===== src/rtl/tts_pkg.sv =====
// -----------------------------------------------------------------------------
// tts_pkg
// Shared definitions for the truth-table sweeper: FSM state encoding and the
// sweep-length helper used to size the vector counter's terminal value.
// -----------------------------------------------------------------------------
package tts_pkg;

  localparam logic [1:0] ST_IDLE   = 2'd0;
  localparam logic [1:0] ST_SETTLE = 2'd1;
  localparam logic [1:0] ST_CHECK  = 2'd2;
  localparam logic [1:0] ST_DONE   = 2'd3;

  // Number of vectors in an exhaustive sweep of n inputs.
  function automatic int unsigned sweep_len(input int unsigned n);
    return 32'd1 << n;
  endfunction

endpackage


===== src/rtl/truth_table_sweeper_if.sv =====
// -----------------------------------------------------------------------------
// truth_table_sweeper_if
// Bundles the sweeper's control, stimulus and result signals.
//   master : harness side  - drives start, res_a, res_b; observes results
//   slave  : sweeper side  - drives vec and all result/status signals
// Signals:
//   start      request a sweep
//   res_a/b    outputs of the two implementations under comparison
//   vec        N_IN-bit stimulus vector
//   busy/done  sweep in progress / one-cycle completion pulse
//   pass, mism_cnt, first_bad, bad_vld  sweep results
// -----------------------------------------------------------------------------
interface truth_table_sweeper_if #(
  parameter int N_IN = 2
);
  logic            start;
  logic            res_a;
  logic            res_b;
  logic [N_IN-1:0] vec;
  logic            busy;
  logic            done;
  logic            pass;
  logic [N_IN:0]   mism_cnt;
  logic [N_IN-1:0] first_bad;
  logic            bad_vld;

  modport master (
    output start, res_a, res_b,
    input  vec, busy, done, pass, mism_cnt, first_bad, bad_vld
  );

  modport slave (
    input  start, res_a, res_b,
    output vec, busy, done, pass, mism_cnt, first_bad, bad_vld
  );
endinterface


===== src/rtl/tts_settle_timer.sv =====
// -----------------------------------------------------------------------------
// tts_settle_timer
// Counts the cycles a stimulus vector has been held. Cleared by i_load,
// advances while i_run, and stops at SETTLE-1 where o_expire is asserted.
// Ports:
//   i_clk     rising-edge clock
//   i_rst     synchronous active-high reset
//   i_load    clear the count to 0
//   i_run     advance the count (SETTLE state)
//   o_expire  count has reached SETTLE-1 while running
// -----------------------------------------------------------------------------
module tts_settle_timer #(
  parameter int SETTLE = 1
) (
  input  logic i_clk,
  input  logic i_rst,
  input  logic i_load,
  input  logic i_run,
  output logic o_expire
);

  localparam int CW = (SETTLE > 1) ? $clog2(SETTLE) : 1;
  localparam logic [CW-1:0] LAST = CW'(SETTLE - 1);

  logic [CW-1:0] r_cnt;
  logic          w_at_last;

  assign w_at_last = (r_cnt == LAST);
  assign o_expire  = w_at_last & i_run;

  // Settle counter: clear on load, count up while running, hold at LAST.
  always_ff @(posedge i_clk) begin
    if (i_rst) begin
      r_cnt <= {CW{1'b0}};
    end else if (i_load) begin
      r_cnt <= {CW{1'b0}};
    end else if (i_run && !w_at_last) begin
      r_cnt <= r_cnt + CW'(1'b1);
    end else begin
      r_cnt <= r_cnt;
    end
  end

endmodule


===== src/rtl/truth_table_sweeper.sv =====
// -----------------------------------------------------------------------------
// truth_table_sweeper
// Exhaustively sweeps an N_IN-bit vector through two implementations of the
// same function, comparing their outputs after a settle interval. Counts
// mismatching vectors, captures the lowest failing vector and reports pass.
// Ports:
//   i_clk  rising-edge clock
//   i_rst  synchronous active-high reset (aborts a sweep, no done pulse)
//   bus    slave side of truth_table_sweeper_if (start/res_a/res_b in,
//          vec/busy/done/pass/mism_cnt/first_bad/bad_vld out, all registered)
// -----------------------------------------------------------------------------
module truth_table_sweeper
  import tts_pkg::*;
#(
  parameter int N_IN   = 2,
  parameter int SETTLE = 1
) (
  input  logic                        i_clk,
  input  logic                        i_rst,
  truth_table_sweeper_if.slave        bus
);

  localparam logic [N_IN-1:0] VEC_MAX = N_IN'(sweep_len(N_IN) - 32'd1);

  logic [1:0]      r_state;
  logic [1:0]      w_state_nxt;
  logic            w_expire;
  logic            w_last_vec;
  logic            w_mismatch;

  logic [N_IN-1:0] r_vec,       w_vec;
  logic            r_busy,      w_busy;
  logic            r_done,      w_done;
  logic            r_pass,      w_pass;
  logic [N_IN:0]   r_mism_cnt,  w_mism_cnt;
  logic [N_IN-1:0] r_first_bad, w_first_bad;
  logic            r_bad_vld,   w_bad_vld;

  assign w_last_vec = (r_vec == VEC_MAX);
  assign w_mismatch = bus.res_a ^ bus.res_b;

  tts_settle_timer #(
    .SETTLE (SETTLE)
  ) u_timer (
    .i_clk    (i_clk),
    .i_rst    (i_rst),
    .i_load   (r_state != ST_SETTLE),
    .i_run    (r_state == ST_SETTLE),
    .o_expire (w_expire)
  );

  // FSM state register.
  always_ff @(posedge i_clk) begin
    if (i_rst) begin
      r_state <= ST_IDLE;
    end else begin
      r_state <= w_state_nxt;
    end
  end

  // FSM next-state logic.
  always_comb begin
    w_state_nxt = r_state;
    case (r_state)
      ST_IDLE: begin
        if (bus.start) w_state_nxt = ST_SETTLE;
        else           w_state_nxt = ST_IDLE;
      end
      ST_SETTLE: begin
        if (w_expire) w_state_nxt = ST_CHECK;
        else          w_state_nxt = ST_SETTLE;
      end
      ST_CHECK: begin
        if (w_last_vec) w_state_nxt = ST_DONE;
        else            w_state_nxt = ST_SETTLE;
      end
      ST_DONE: w_state_nxt = ST_IDLE;
      default: w_state_nxt = ST_IDLE;
    endcase
  end

  // Next values of the registered outputs; res_a/res_b are only looked at in CHECK.
  always_comb begin
    w_vec       = r_vec;
    w_busy      = r_busy;
    w_done      = 1'b0;
    w_pass      = r_pass;
    w_mism_cnt  = r_mism_cnt;
    w_first_bad = r_first_bad;
    w_bad_vld   = r_bad_vld;
    case (r_state)
      ST_IDLE: begin
        if (bus.start) begin
          w_vec       = {N_IN{1'b0}};
          w_mism_cnt  = {(N_IN+1){1'b0}};
          w_bad_vld   = 1'b0;
          w_first_bad = {N_IN{1'b0}};
          w_pass      = 1'b0;
          w_busy      = 1'b1;
        end else begin
          w_busy      = 1'b0;
        end
      end
      ST_SETTLE: begin
        w_busy = 1'b1;
      end
      ST_CHECK: begin
        if (w_mismatch) begin
          w_mism_cnt = r_mism_cnt + {{N_IN{1'b0}}, 1'b1};
          if (!r_bad_vld) begin
            w_first_bad = r_vec;
            w_bad_vld   = 1'b1;
          end else begin
            w_first_bad = r_first_bad;
          end
        end else begin
          w_mism_cnt = r_mism_cnt;
        end
        // Pass is decided on the count including this final CHECK.
        if (w_last_vec) begin
          w_done = 1'b1;
          w_pass = (w_mism_cnt == {(N_IN+1){1'b0}});
        end else begin
          w_vec  = r_vec + {{(N_IN-1){1'b0}}, 1'b1};
        end
      end
      ST_DONE: begin
        w_busy = 1'b0;
      end
      default: begin
        w_busy = 1'b0;
      end
    endcase
  end

  // Output registers.
  always_ff @(posedge i_clk) begin
    if (i_rst) begin
      r_vec       <= {N_IN{1'b0}};
      r_busy      <= 1'b0;
      r_done      <= 1'b0;
      r_pass      <= 1'b0;
      r_mism_cnt  <= {(N_IN+1){1'b0}};
      r_first_bad <= {N_IN{1'b0}};
      r_bad_vld   <= 1'b0;
    end else begin
      r_vec       <= w_vec;
      r_busy      <= w_busy;
      r_done      <= w_done;
      r_pass      <= w_pass;
      r_mism_cnt  <= w_mism_cnt;
      r_first_bad <= w_first_bad;
      r_bad_vld   <= w_bad_vld;
    end
  end

  assign bus.vec       = r_vec;
  assign bus.busy      = r_busy;
  assign bus.done      = r_done;
  assign bus.pass      = r_pass;
  assign bus.mism_cnt  = r_mism_cnt;
  assign bus.first_bad = r_first_bad;
  assign bus.bad_vld   = r_bad_vld;

endmodule


===== src/flat_wrapper.sv =====
// flat-port wrapper written by rule: the top's interface ports become plain ports
module truth_table_sweeper_flat import tts_pkg::*;
#(
  parameter int N_IN   = 2,
  parameter int SETTLE = 1
)
  (i_clk, i_rst, bus_start, bus_res_a, bus_res_b, bus_vec, bus_busy, bus_done, bus_pass, bus_mism_cnt, bus_first_bad, bus_bad_vld);
  truth_table_sweeper_if #(.N_IN(N_IN)) bus_i ();
  input  logic i_clk;
  input  logic i_rst;
  input wire logic [$bits(bus_i.start)-1:0] bus_start;
  input wire logic [$bits(bus_i.res_a)-1:0] bus_res_a;
  input wire logic [$bits(bus_i.res_b)-1:0] bus_res_b;
  output wire logic [$bits(bus_i.vec)-1:0] bus_vec;
  output wire logic [$bits(bus_i.busy)-1:0] bus_busy;
  output wire logic [$bits(bus_i.done)-1:0] bus_done;
  output wire logic [$bits(bus_i.pass)-1:0] bus_pass;
  output wire logic [$bits(bus_i.mism_cnt)-1:0] bus_mism_cnt;
  output wire logic [$bits(bus_i.first_bad)-1:0] bus_first_bad;
  output wire logic [$bits(bus_i.bad_vld)-1:0] bus_bad_vld;
  assign bus_i.start = bus_start;
  assign bus_i.res_a = bus_res_a;
  assign bus_i.res_b = bus_res_b;
  assign bus_vec = bus_i.vec;
  assign bus_busy = bus_i.busy;
  assign bus_done = bus_i.done;
  assign bus_pass = bus_i.pass;
  assign bus_mism_cnt = bus_i.mism_cnt;
  assign bus_first_bad = bus_i.first_bad;
  assign bus_bad_vld = bus_i.bad_vld;
  truth_table_sweeper #(.N_IN(N_IN), .SETTLE(SETTLE)) u_core (.i_clk(i_clk), .i_rst(i_rst), .bus(bus_i));
endmodule

===== config.mk =====
export PLATFORM = sky130hd
export DESIGN_NAME = truth_table_sweeper_flat
export DESIGN_NICKNAME = d
export VERILOG_FILES = /design/src/rtl/tts_pkg.sv /design/src/rtl/truth_table_sweeper_if.sv /design/src/rtl/tts_settle_timer.sv /design/src/rtl/truth_table_sweeper.sv /design/src/flat_wrapper.sv
export SDC_FILE = /design/constraint.sdc
export NUM_CORES = 1
export LEC_CHECK = 0
export BUFFER_PORTS_ARGS = -buffer_cell sky130_fd_sc_hd__buf_2
export CORE_MARGIN = 3
export CORE_UTILIZATION = 51
export DETAILED_ROUTE_END_ITERATION = 10
export GPL_TIMING_DRIVEN = 0
export HOLD_SLACK_MARGIN = 0.08
export PLACE_DENSITY = 0.86
export SETUP_SLACK_MARGIN = 0.02
export SYNTH_ARGS = -nofsm -noshare
export SYNTH_HDL_FRONTEND = slang
export SYNTH_SLANG_ARGS = --single-unit
export TNS_END_PERCENT = 1

===== constraint.sdc =====
create_clock -name i_clk -period 1.4 [get_ports i_clk]
set_input_delay 0.14 -clock i_clk [delete_from_list [all_inputs] [get_ports i_clk]]
set_output_delay 0.14 -clock i_clk [all_outputs]
set_load 0.005 [all_outputs]

# --- After elaboration in Yosys (flattened, before gate mapping) ---
# Cells that the tools add are included.
word_totals:
  reg_bits: 14
  word_cells: 60
  out_inout_bits: 11
classes:
  bitwise: 4
  n_mux: 22
  eq_ne: 10
  n_reduce_logical: 12
  addsub: 3
op_table:
  columns: ["op", "n"]
  rows:
  - ["$mux W2", 6]
  - ["$mux W3", 3]
  - ["$reduce_and A3 Y1", 3]
  - ["$pmux W2 S2", 2]
  - ["$pmux W2 S4", 1]
  - ["$eq A2 B2 Y1 const B", 3]
  - ["$mux W1", 6]
  - ["$ne A2 B1 Y1 const B", 3]
  - ["$ne A2 B2 Y1 const B", 3]
  - ["$pmux W3 S2", 1]
  - ["$pmux W1 S2", 2]
  - ["$reduce_and A4 Y1", 1]
  - ["$reduce_or A2 Y1", 2]
  - ["$add A3 B1 Y3 const B", 1]
  - ["$logic_not A3 Y1", 1]
  - ["$pmux W1 S3", 1]
  - ["$reduce_bool A3 Y1", 1]
  - ["$add A2 B1 Y2 const B", 1]
  - ["$eq A2 B1 Y1 const B", 1]
  - ["$logic_not A2 Y1", 1]
  - ["$not A1 Y1", 2]
  - ["$reduce_and A2 Y1", 1]
  - ["$reduce_bool A2 Y1", 1]
  - ["$add A1 B1 Y1 const B", 1]
  - ["other kinds (3)", 3]

# --- Depth between registers and ports, before layout ---
# Gate-level depths: netlist (run 1).
depth:
  ltp_word: 6
  mapped_depth: 4

# --- Cells and area by module ---
# Synthesis (run 1) repeated with hierarchy kept, for this count alone.
unflattened:
  hier_cells: 78
  hier_area_um2: 683.2
by_module_without_submodules:
  columns: ["mod", "area_each_um2", "cells_each", "seq_area_each_um2", "n_inst"]
  rows:
  - ["truth_table_sweeper", 641.9, 75, 260.2, 1]
  - ["tts_settle_timer", 41.3, 3, 20.0, 1]

# --- Worst setup path after synthesis (run 1) ---
# No wires, ideal clock.
synth_timing:
  path_kind: "reg2reg"
  start: "register u_core.r_mism_cnt[0] (netlist: u_core.bus.mism_cnt[0])"
  end: "register u_core.r_pass (netlist: u_core.bus.pass)"
  synth_period_minus_slack_ns: 1.222
  arrival_time_ns: 1.148
  path_stages_with_launch: 5
  path_slack_ns: 0.178
  setup_time_ns: 0.073
  n_path_buf: 0
  path_cell_list: "dfxtp_1 ha_1 nor4b_1 mux2i_1 o211ai_2"
synth_via:
  elab_chain_len: 6
synth_rtl:
  columns: ["element", "line", "text"]
  rows:
  - ["start: declaration", "truth_table_sweeper.sv:35", "logic [N_IN:0] r_mism_cnt, w_mism_cnt;"]
  - ["start signal: assignment", "truth_table_sweeper.sv:143", "r_mism_cnt <= {(N_IN+1){1'b0}};"]
  - ["start signal: assignment", "truth_table_sweeper.sv:151", "r_mism_cnt <= w_mism_cnt;"]
  - ["$add A3 B1 Y3", "truth_table_sweeper.sv:109", "w_mism_cnt = r_mism_cnt + {{N_IN{1'b0}}, 1'b1};"]
  - ["$mux W3 *", "truth_table_sweeper.sv:108", "if (w_mismatch) begin"]
  - ["$mux W3 *", "truth_table_sweeper.sv:91", "case (r_state)"]
  - ["$logic_not A3 Y1 *", "truth_table_sweeper.sv:122", "w_pass = (w_mism_cnt == {(N_IN+1){1'b0}});"]
  - ["$mux W1 *", "truth_table_sweeper.sv:120", "if (w_last_vec) begin"]
  - ["$pmux W1 S2 *", "truth_table_sweeper.sv:91", null]
  - ["end signal: assignment", "truth_table_sweeper.sv:150", "r_pass <= w_pass;"]
  - ["end: declaration", "truth_table_sweeper.sv:34", "logic r_pass, w_pass;"]
# Every way passes the cells marked *; elsewhere a longest branch is shown, timed or not. The select of a mux whose other input is x is not followed.
# A chain may end at the register's enable or synchronous reset.

# --- Worst setup path after layout (run 1) ---
layout_timing:
  start: "register u_core.r_vec[0] (netlist: u_core.bus.vec[0])"
  end: "register u_core.r_pass (netlist: u_core.bus.pass)"
layout_via:
  elab_chain_len: 3
layout_rtl:
  columns: ["element", "line", "text"]
  rows:
  - ["start: declaration", "truth_table_sweeper.sv:31", "logic [N_IN-1:0] r_vec, w_vec;"]
  - ["start signal: assignment", "truth_table_sweeper.sv:139", "r_vec <= {N_IN{1'b0}};"]
  - ["start signal: assignment", "truth_table_sweeper.sv:147", "r_vec <= w_vec;"]
  - ["$eq A2 B2 Y1", "truth_table_sweeper.sv:39", "assign w_last_vec = (r_vec == VEC_MAX);"]
  - ["net u_core.w_last_vec", "truth_table_sweeper.sv:28", "logic w_last_vec;"]
  - ["$ne A2 B1 Y1 (no line)", null, null]
  - ["$reduce_and A3 Y1 (no line)", null, null]
# The timed path passes the listed nets, and every way through them passes these cells.

==> reports/metrics.csv, run 1 <==
stage,metric,value,unit
timing,max-slew violation count,0,
detailed_routing,First DRT Iteration DRCs,24,
cells_and_area,# diodes,0,
global_routing,Total GRT Usage,18.5,%
floorplanning,Die X,43.8,µm
cells_and_area,share of post-route cells with drive strength above 1,30.7,%
floorplanning,Core Region,0.00122,mm²
setup_path,Critical Path Source Type,flop,
floorplanning,row count,12,
floorplanning,Die ar.,0.00191,mm²
synth,synth top area cells,"dfxtp_1 (39%), a21oi_1 (5.5%), ha_1 (3.4%)",
timing,WHS,0.230,ns
global_routing,initial antenna violation count,0,
timing,final hold violations,0,
floorplanning,Initial Util,59.8,%
clock_tree,Clock Latency Late Sink,0.28,ns
cells_and_area,Layout Cells excl Fill,115,
place,setup slack after placement,0.0321,ns
global_routing,pin count of the biggest net entering global routing,11,
setup_path,Worst Setup Path Type,reg2reg,
clock_tree,H-tree levels,1,
setup_path,required time worst endpoint,1.61,ns
floorplanning,Die Y,43.8,µm
synth,syn nets,89,
synth,Post-Syn Area per Cell,8.87,µm²
synth,"EDFF count, synth",0,
timing,final worst-path cycle share,94.2,%
timing,Worst-Margin Slew,0.498,ns
timing,Setup TNS,0,ns
cells_and_area,"Net count, final",109,
detailed_routing,final wirelength,1680,µm
place,port bufs,15,
setup_path,CP arrival,1.53,ns
setup_path,element type at the critical path end,flop,
place,Final HPWL DP,1180,µm
timing,final setup fails,0,
timing,RSZ-0062 raised after global routing,false,
power_and_ir_drop,sequential share of power,51.7,%
detailed_routing,DR pass1 iterations,4,
synth,Synth warnings,0,
power_and_ir_drop,leak pwr,0.358,nW
synth,Post-synth top cells,"dfxtp_1 (14), a21oi_1 (8), nand2_1 (6)",
clock_tree,Sink Count,14,
cells_and_area,register area,283,µm²
power_and_ir_drop,Switching Share,25.3,%
timing,Rel. slew slack,66.8,%
clock_tree,CTS tree,yes,
power_and_ir_drop,PwrDens,918,mW/mm²
detailed_routing,vias per inst,6.06,
power_and_ir_drop,Sw Pwr,0.000204,W
place,Routability Congestion,0.777,
detailed_routing,DR vias,697,
detailed_routing,wire per inst,14.6,µm
power_and_ir_drop,largest vdd supply drop,0.771,mV
synth,"Seq/Total Area, Yosys",38.6,%
synth,ys flop type,dfxtp_1,
clock_tree,"CTS clk-pin slew, worst paths",0.09,ns
clock_tree,Max Root-Sink Buffers,2,
floorplanning,I/O Pins,16,
run_status,status,finished clean,
clock_tree,setup bufs post-CTS,0,
clock_tree,CTS Buf Count,3,
place,placed cell count,111,
power_and_ir_drop,internal power consumption,0.000602,W
clock_tree,clk root buf,clkbuf_4,
timing,fin crit period,1.32,ns
run,maxcap violations,0,
clock_tree,Post-CTS Hold Fix Bufs,0,
synth,Synth top area share,38.6,%
worst_hold_path,min-delay worst type,in2reg,
synth,most instantiated library cell after synthesis,dfxtp_1,
synth,Synth area leader,dfxtp_1,
timing,slack of the critical path,0.0812,ns
synth,register bit total from synthesis,14,
timing,Setup Skew,0.0107,ns
synth,Synth cell types,36,
power_and_ir_drop,Logic pwr share,11.6,%
global_routing,vias in the first global route,579,
setup_path,Critical Path Fanout Max,7,
detailed_routing,DR DRC count,0,
timing,fmax,758,MHz
synth,ys async rst share,0,%
cells_and_area,synthesis-to-finish area growth,20.7,%
cells_and_area,Multi-input gate area,440,µm²
detailed_routing,DRT antenna net count,0,
synth,Mapped Cells,82,
cells_and_area,fillers,97,
global_routing,first-pass GRT wire length,2730,µm
synth,Mapped Area,727,µm²
power_and_ir_drop,clock power share,36.7,%
global_routing,total grt overflow,0,
cell type report:
| class | instances | area share, % |
|---|---|---|
| Multi-Input combinational cell | 62 | 50.2 |
| Inverter | 3 | 1.28 |
| Timing Repair Buffer | 15 | 8.56 |
| Clock buffer | 4 | 4.14 |
| Tap cell | 14 | 2.00 |
| Sequential cell | 14 | 32.2 |
| Buffer | 3 | 1.57 |
cell families after synthesis:
logic type,after synthesis,share of synthesized area (%)
adder cells (fa/ha/maj),2,3.44
buffers and inverters,6,3.44
flip-flops,14,38.6
AO/OA/AOI/OAI,22,20.8
other,1,0.516
XOR/XNOR,2,3.44
multiplexers,2,2.75
AND/OR/NAND/NOR,33,27.0
per-stage QoR:
stage / utilization (%) / instance area (µm²) / total power (W)
3_5_place_dp: 67.4 / 820 / 0.000517
6_report: 72.1 / 877 / 0.000805
3_3_place_gp: 67.4 / 820 / 0.000513
5_1_grt: 72.1 / 877 / 0.000841
4_1_cts: 70.5 / 857 / 0.000809
2_1_floorplan: - / 727 / 0.000485
layer usage:
metal / share of wire [%] / track usage, % / vias up
met4: 0.83 / 7.83 / 0
li1: - / - / 341
met2: 45 / 26.2 / 27
met1: 47 / 27.5 / 327
met3: 6.6 / 2.90 / 2
met5: 0 / 0 / -
critical path: stages, from the launching register on:
cell and delay (ns):
dfxtp_1 0.42, ha_1 0.31, and4bb_2 0.30, nand4_1 0.11
o211ai_2 0.10
registers in the layout, indices dropped and copies added (netlist names):
signal	cells
u_core.bus.busy	1
u_core.bus.first_bad	2
u_core.bus.bad_vld	1
u_core.r_state	2
u_core.bus.done	1
u_core.bus.mism_cnt	3
u_core.bus.pass	1
u_core.u_timer.r_cnt	1
u_core.bus.vec	2
power groups by stage:
stage	registers [W]	logic, W	clock network (W)
global route	0.000419	0.000103	0.000319
global placement	0.000424	0.0000888	0
detailed placement	0.000426	0.0000910	0
floorplan	0.000424	0.0000607	0
finish	0.000417	0.0000931	0.000296
CTS	0.000416	0.0000922	0.000301
repair_timing:
item / in CTS / in global routing
pin swaps: 0 / 1
endpoints found under the setup margin: 1 / 1
gates resized for setup: 1 / 3
final timing paths:
kind	from	endpoint	slack, ns	cells past startpoint
min	i_rst	u_core.bus.bad_vld$_SDFFE_PP0P_	0.23	4
max	u_core.bus.vec[0]$_SDFFE_PP0P_	u_core.bus.pass$_SDFFE_PP0P_	0.08	4
max reg2reg	u_core.bus.vec[0]$_SDFFE_PP0P_	u_core.bus.pass$_SDFFE_PP0P_	0.08	4
min reg2reg	u_core.u_timer.r_cnt$_SDFFE_PP0P_	u_core.r_state[0]$_SDFF_PP0_	0.50	2
placed cells by master (no fill, tap or decap), drive strengths merged, types with 3 or more instances in the layout:
master	n
o21ai	4
dfxtp	14
a21oi	8
buf	17
nand2b	3
nor3b	3
clkbuf	5
inv	3
nand3	4
nor3	3
nor2	3
nand2	6
Note: power is estimated with default switching activity, not from simulation.
==> run 2: changes to the inputs <==
Settings changed: ABC_AREA set to 1, CORE_UTILIZATION 51 to 50, PLACE_DENSITY 0.86 to 0.85.
==> run 2 against run 1 <==
Net effect: core utilization is 4.0 points lower; global-route usage decreased by 1.5 points; clock skew decreased by 0.0068 ns; routed wire length is 20% lower; die area decreased by 2.2%; first-iteration DRC count shrank 33%; worst hold slack lost 0.056 ns; cell count rose by 10%; cell area down 6.7%; maximum frequency rose by 12%; synthesized cell count up 16%; setup slack better by 0.15 ns; critical endpoint unchanged; highest routed layer unchanged.
==> reports/metrics.csv, run 2 <==
stage,metric,value,unit
run_status,status,finished clean,
cells_and_area,"Net count, final",121,
place,Routability Congestion,0.742,
synth,"EDFF count, synth",0,
synth,Post-synth top cells,"nand2_1 (29), dfxtp_1 (14), inv_1 (10)",
cells_and_area,Largest register FFs,3,
synth,syn nets,102,
timing,max-slew violation count,0,
cells_and_area,# diodes,0,
power_and_ir_drop,Switching Share,25.3,%
power_and_ir_drop,sequential share of power,52.5,%
timing,fin crit period,1.17,ns
floorplanning,Initial Util,57.8,%
power_and_ir_drop,leak pwr,0.406,nW
global_routing,met1 usage,21.9,%
timing,fmax,852,MHz
clock_tree,cts repair resizes,0,
power_and_ir_drop,Logic pwr share,13.3,%
global_routing,met2 track demand over resource,28.3,%
floorplanning,row count,12,
setup_path,element type at the critical path end,flop,
setup_path,r2r setup slk,0.23,ns
setup_path,required time worst endpoint,1.61,ns
setup_path,crit path cell chain,"ha_1, inv_1, nand2_1, nand2_1, nand2_1, nand2_1, inv_1, nand3_2, a21oi_2",
setup_path,RR Startpoint,u_core.bus.mism_cnt[0]$_SDFFE_PP0P_,
global_routing,pin count of the biggest net entering global routing,10,
setup_path,Critical Path Fanout Max,5,
cells_and_area,"leading cell type in the layout, fill and taps excluded",nand2_1,
place,Final HPWL DP,1070,µm
floorplanning,Die X,43.3,µm
synth,Mapped Cells,95,
clock_tree,CTS tree,yes,
setup_path,"Largest stage delay, worst path",0.39,ns
setup_path,crit path max-delay cell type,dfxtp_1,
run,maxcap violations,0,
power_and_ir_drop,PwrDens,1010,mW/mm²
timing,final worst-path cycle share,83.8,%
power_and_ir_drop,clock power share,34.2,%
synth,most instantiated library cell after synthesis,nand2_1,
place,port bufs,14,
floorplanning,I/O Pins,16,
cells_and_area,share of post-route cells with drive strength above 1,26.5,%
worst_hold_path,WHS Endpoint,u_core.r_state[0]$_SDFF_PP0_,
cells_and_area,synthesis-to-finish area growth,17.8,%
clock_tree,Max Root-Sink Buffers,2,
synth,Synth top area share,40.4,%
clock_tree,Post-CTS Hold Fix Bufs,0,
timing,final hold violations,0,
global_routing,gr busiest metal,met2,
detailed_routing,wire per inst,10.5,µm
synth,Synth cell types,21,
global_routing,initial antenna violation count,0,
detailed_routing,DR pass1 iterations,4,
timing,Setup TNS,0,ns
detailed_routing,DR vias,634,
timing,Setup Skew,0.00390,ns
detailed_routing,First DRT Iteration DRCs,16,
timing,RSZ-0062 raised after global routing,false,
global_routing,met3 Usage GRT,2.54,%
synth,register bit total from synthesis,14,
clock_tree,CTS Buf Count,3,
clock_tree,Sink Count,14,
timing,slack of the critical path,0.227,ns
setup_path,Critical Path Source Type,flop,
setup_path,reg2reg end,u_core.bus.pass$_SDFFE_PP0P_,
setup_path,most frequent CP cell,nand2_1,
global_routing,first-pass GRT wire length,2500,µm
floorplanning,Core Region,0.00120,mm²
worst_hold_path,hold path depth,3,
synth,Synth warnings,0,
synth,Post-Syn Area per Cell,7.31,µm²
detailed_routing,DR DRC count,0,
synth,ys flop type,dfxtp_1,
cells_and_area,"commonest non-fill, non-tap cells in the layout","nand2_1 (29), buf_2 (14), dfxtp_1 (14)",
setup_path,CP arrival,1.38,ns
timing,final setup fails,0,
setup_path,Worst Setup Path Type,reg2reg,
detailed_routing,final wirelength,1340,µm
global_routing,Total GRT Usage,17.1,%
clock_tree,Clock Latency Late Sink,0.27,ns
power_and_ir_drop,largest vdd supply drop,0.696,mV
floorplanning,Die Y,43.3,µm
synth,Synth area leader,dfxtp_1,
power_and_ir_drop,internal power consumption,0.000616,W
synth,"Seq/Total Area, Yosys",40.4,%
synth,synth top area cells,"dfxtp_1 (40%), nand2_1 (16%), a21oi_1 (6.5%)",
clock_tree,"CTS clk-pin slew, worst paths",0.08,ns
place,setup slack after placement,0.234,ns
setup_path,Worst Reg-to-Reg Cells,9,
synth,ys async rst share,0,%
floorplanning,Die ar.,0.00187,mm²
clock_tree,H-tree levels,1,
synth,Mapped Area,694,µm²
clock_tree,clk root buf,clkbuf_4,
worst_hold_path,Hold Startpoint,bus_start,
global_routing,total grt overflow,0,
power_and_ir_drop,Sw Pwr,0.000208,W
detailed_routing,DRT antenna net count,0,
global_routing,vias in the first global route,616,
detailed_routing,vias per inst,4.99,
clock_tree,setup bufs post-CTS,0,
worst_hold_path,min-delay worst type,in2reg,
[run 2: changes by cell type after synthesis, sizes merged, moves of 2 or more]
cell / delta
nor3: -3
o211ai: -2
nor3b: -3
mux2i: -2
nor2: +4
inv: +10
a21oi: +3
nand2b: -3
nand3: +3
nand2: +25
buf: -2
o311ai: -2
and2: -2
[run 2: final cells by class]
| cell class | instances | area (µm²) |
|---|---|---|
| multi-input cells | 67 | 357 |
| plain buffers | 1 | 3.75 |
| clock buffers | 4 | 36.3 |
| well taps | 14 | 17.5 |
| inverters | 13 | 53.8 |
| fillers | 112 | 383 |
| repair buffers | 14 | 70.1 |
| flip-flops and latches | 14 | 280 |
[run 2: stage by stage]
stage	util (%)	cells	power [W]	instance area (µm²)	hold slack, ns
4_1_cts	68.1	127	0.000831	818	0.179
5_1_grt	68.1	127	0.000867	818	0.197
3_3_place_gp	65.1	123	0.000546	782	0.430
3_5_place_dp	65.1	123	0.000551	782	0.430
2_1_floorplan	-	95	0.000514	694	0.297
6_report	68.1	127	0.000824	818	0.174
[run 2: power by group through the flow]
stage	Clock [W]	Sequential [W]	Combinational, W
after floorplan	0	0.000441	0.0000729
after CTS	0.000288	0.000432	0.000110
after global placement	0	0.000441	0.000105
after global routing	0.000304	0.000436	0.000128
after detailed placement	0	0.000442	0.000109
final	0.000282	0.000433	0.000110
[run 2: routing by layer]
| layer | vias to the layer above | share of wire (%) |
|---|---|---|
| met2 | 10 | 51 |
| li1 | 336 | - |
| met4 | 0 | 0.60 |
| met5 | - | 0 |
| met1 | 286 | 45 |
| met3 | 2 | 3.4 |
[run 2: worst max path at each step]
stage,startpoint,endpoint,slack (ns)
floorplan,u_core.bus.mism_cnt[0]$_SDFFE_PP0P_,u_core.bus.pass$_SDFFE_PP0P_,0.31
global placement,u_core.bus.mism_cnt[0]$_SDFFE_PP0P_,u_core.bus.pass$_SDFFE_PP0P_,0.27
detailed placement,u_core.bus.mism_cnt[0]$_SDFFE_PP0P_,u_core.bus.pass$_SDFFE_PP0P_,0.23
CTS,u_core.bus.mism_cnt[0]$_SDFFE_PP0P_,u_core.bus.pass$_SDFFE_PP0P_,0.21
global route,u_core.bus.mism_cnt[0]$_SDFFE_PP0P_,u_core.bus.pass$_SDFFE_PP0P_,0.05
finish,u_core.bus.mism_cnt[0]$_SDFFE_PP0P_,u_core.bus.pass$_SDFFE_PP0P_,0.23
[run 2: critical path: cells and delay by family (launching register included)]
| family | cells | cell delay [ns] |
|---|---|---|
| simple gates | 5 | 0.30 |
| compound gates | 1 | 0.12 |
| fa+ha+maj | 1 | 0.19 |
| flops | 1 | 0.39 |
| buf+inv | 2 | 0.12 |
[run 2: logic make-up (layout without fill, tap and decap cells)]
logic type                 after synthesis  count (layout)  share of synthesized area, %
and+or+nand+nor                         46              46                          31.4
AOI/OAI and AO/OA                       18              18                          15.9
DFF                                     14              14                          40.4
buffers and inverters                   14              32                          8.29
adders and majority gates                2               2                          3.60
other                                    1               1                         0.540
==> run 3: changes to the inputs <==
Settings changed: ABC_AREA 1 to 0, CORE_UTILIZATION 50 to 46, PLACE_DENSITY 0.85 to 0.82.
Clock period 1.4 ns to 1 ns, I/O delays scaled along.
==> run 3 against run 2 <==
Net effect: the run now ends with negative setup slack left; count of clock-buffer cells in the layout is the same; critical path depth fell by 5; critical path type unchanged; non-clock buffer count rose by 4.
==> reports/metrics.csv, run 3 (synthesis gave the netlist of run 1 again) <==
stage,metric,value,unit
run_status,status,"finished, violations left",
run_status,failing checks,negative setup slack,
timing,Setup TNS,-0.723,ns
clock_tree,"CTS clk-pin slew, worst paths",0.08,ns
timing,fin crit period,1.20,ns
timing,max-slew violation count,0,
setup_path,crit path cell chain,"ha_4, nor4b_4, mux2i_1, o211ai_2",
setup_path,CP endpoint,u_core.bus.pass$_SDFFE_PP0P_,
cells_and_area,fillers,117,
floorplanning,I/O Pins,16,
cells_and_area,share of post-route cells with drive strength above 1,42.2,%
cells_and_area,"commonest non-fill, non-tap cells in the layout","buf_2 (15), a21oi_1 (8), nand2_1 (6), dfxtp_1 (6), dfxtp_2 (5)",
power_and_ir_drop,internal power consumption,0.000783,W
cells_and_area,"leading cell type in the layout, fill and taps excluded",buf_2,
floorplanning,Core Region,0.00138,mm²
detailed_routing,First DRT Iteration DRCs,16,
timing,final worst-path cycle share,120,%
place,setup slack after placement,-0.262,ns
floorplanning,Die Y,45.8,µm
clock_tree,CTS Buf Count,3,
setup_path,Worst Reg-to-Reg Cells,4,
power_and_ir_drop,largest vdd supply drop,0.922,mV
timing,fmax,833,MHz
detailed_routing,vias per inst,5.87,
power_and_ir_drop,Logic pwr share,14.2,%
power_and_ir_drop,Sw Pwr,0.000273,W
clock_tree,Sink Count,14,
floorplanning,Die X,45.8,µm
worst_hold_path,min-delay worst type,in2reg,
detailed_routing,wire per inst,14.3,µm
detailed_routing,DR DRC count,0,
timing,WHS,0.165,ns
setup_path,Critical Path Fanout Max,3,
setup_path,reg2reg end,u_core.bus.pass$_SDFFE_PP0P_,
timing,final setup fails,9,
clock_tree,Max Root-Sink Buffers,2,
setup_path,RR Startpoint,u_core.bus.mism_cnt[0]$_SDFFE_PP0P_,
power_and_ir_drop,sequential share of power,54.9,%
clock_tree,clk root buf,clkbuf_4,
setup_path,Worst Setup Path Type,reg2reg,
power_and_ir_drop,total power,0.00106,W
detailed_routing,DR pass1 iterations,4,
run,maxcap violations,0,
clock_tree,CTS tree,yes,
clock_tree,Clock Latency Late Sink,0.27,ns
setup_path,Critical Path Source Type,flop,
floorplanning,Die ar.,0.00209,mm²
global_routing,initial antenna violation count,0,
cells_and_area,synthesis-to-finish area growth,30.5,%
floorplanning,row count,13,
power_and_ir_drop,leak pwr,0.373,nW
place,Routability Congestion,0.729,
timing,RSZ-0062 raised after global routing,true,
detailed_routing,DR vias,687,
power_and_ir_drop,PwrDens,1110,mW/mm²
cells_and_area,register area,298,µm²
setup_path,"Largest stage delay, worst path",0.36,ns
detailed_routing,final wirelength,1670,µm
global_routing,pin count of the biggest net entering global routing,11,
timing,Setup Skew,0.00503,ns
cells_and_area,Largest register FFs,3,
setup_path,CP arrival,1.40,ns
cells_and_area,"Net count, final",110,
timing,slack of the critical path,-0.200,ns
setup_path,element type at the critical path end,flop,
global_routing,Total GRT Usage,18.6,%
global_routing,first-pass GRT wire length,2810,µm
clock_tree,Post-CTS Hold Fix Bufs,0,
power_and_ir_drop,clock power share,30.9,%
setup_path,crit path max-delay cell type,dfxtp_4,
clock_tree,H-tree levels,1,
global_routing,total grt overflow,0,
setup_path,CP startpoint,u_core.bus.mism_cnt[0]$_SDFFE_PP0P_,
place,port bufs,15,
global_routing,vias in the first global route,620,
timing,final hold violations,0,
floorplanning,Initial Util,52.6,%
place,Final HPWL DP,1160,µm
power_and_ir_drop,Switching Share,25.9,%
detailed_routing,DRT antenna net count,0,
cells_and_area,# diodes,0,
setup_path,required time worst endpoint,1.20,ns
cells_and_area,Multi-input gate area,485,µm²
setup_path,r2r setup slk,-0.20,ns
-- run 3: cell type report --
type / count / area share (%)
multi-input combinational: 62 / 51.2
sequential: 14 / 31.4
timing repair buffer: 16 / 8.71
clock buffer: 4 / 2.77
buffer: 3 / 2.77
tap: 15 / 1.98
inverter: 3 / 1.19
-- run 3: worst min path at each step --
stage / start / slack, ns / to / cells after the start
floorplan: i_rst / 0.31 / u_core.bus.bad_vld$_SDFFE_PP0P_ / 3
global placement: u_core.bus.first_bad[0]$_SDFFE_PP0P_ / 0.46 / u_core.bus.first_bad[0]$_SDFFE_PP0P_ / 2
detailed placement: i_rst / 0.46 / u_core.bus.bad_vld$_SDFFE_PP0P_ / 4
CTS: i_rst / 0.16 / u_core.bus.bad_vld$_SDFFE_PP0P_ / 4
global route: i_rst / 0.19 / u_core.bus.bad_vld$_SDFFE_PP0P_ / 4
finish: i_rst / 0.16 / u_core.bus.bad_vld$_SDFFE_PP0P_ / 4
-- run 3: power groups by stage --
stage	Clock, W	Sequential [W]	Combinational (W)
2_1_floorplan	0	0.000592	0.0000890
3_3_place_gp	0	0.000594	0.000128
3_5_place_dp	0	0.000595	0.000130
4_1_cts	0.000336	0.000579	0.000141
5_1_grt	0.000363	0.000583	0.000163
6_report	0.000326	0.000580	0.000150
-- run 3: stage by stage --
stage               util [%]  std cells  area (µm²)
global route            68.6        117         948
floorplan                  -         82         758
global placement        61.6        112         852
CTS                     66.6        117         921
detailed placement      61.6        112         852
finish                  68.6        117         948
-- run 3: per-layer routing --
metal	share of wire, %	wire [µm]	up-vias	global-route usage, %
li1	-	-	342	-
met1	47	781	317	25.0
met2	45	747	22	27.9
met3	5.7	96	6	6.32
met4	2.6	44	0	6.25
met5	0	0	-	0
-- run 3: what timing repair did --
| action | CTS | global route |
|---|---|---|
| setup endpoints to repair | 12 | 14 |
| cloned | 0 | 0 |
| setup buffers | 1 | 0 |
| pin swaps | 1 | 2 |
| hold endpoints to repair | 0 | 0 |
| gates resized for setup | 12 | 7 |
-- run 3: critical path, delay by kind of cell (launching register included) --
kind / cells / cell delay, ns
muxes: 1 / 0.12
adders and majority gates: 1 / 0.25
DFF: 1 / 0.36
AOI/OAI and AO/OA: 1 / 0.19
and+or+nand+nor: 1 / 0.20
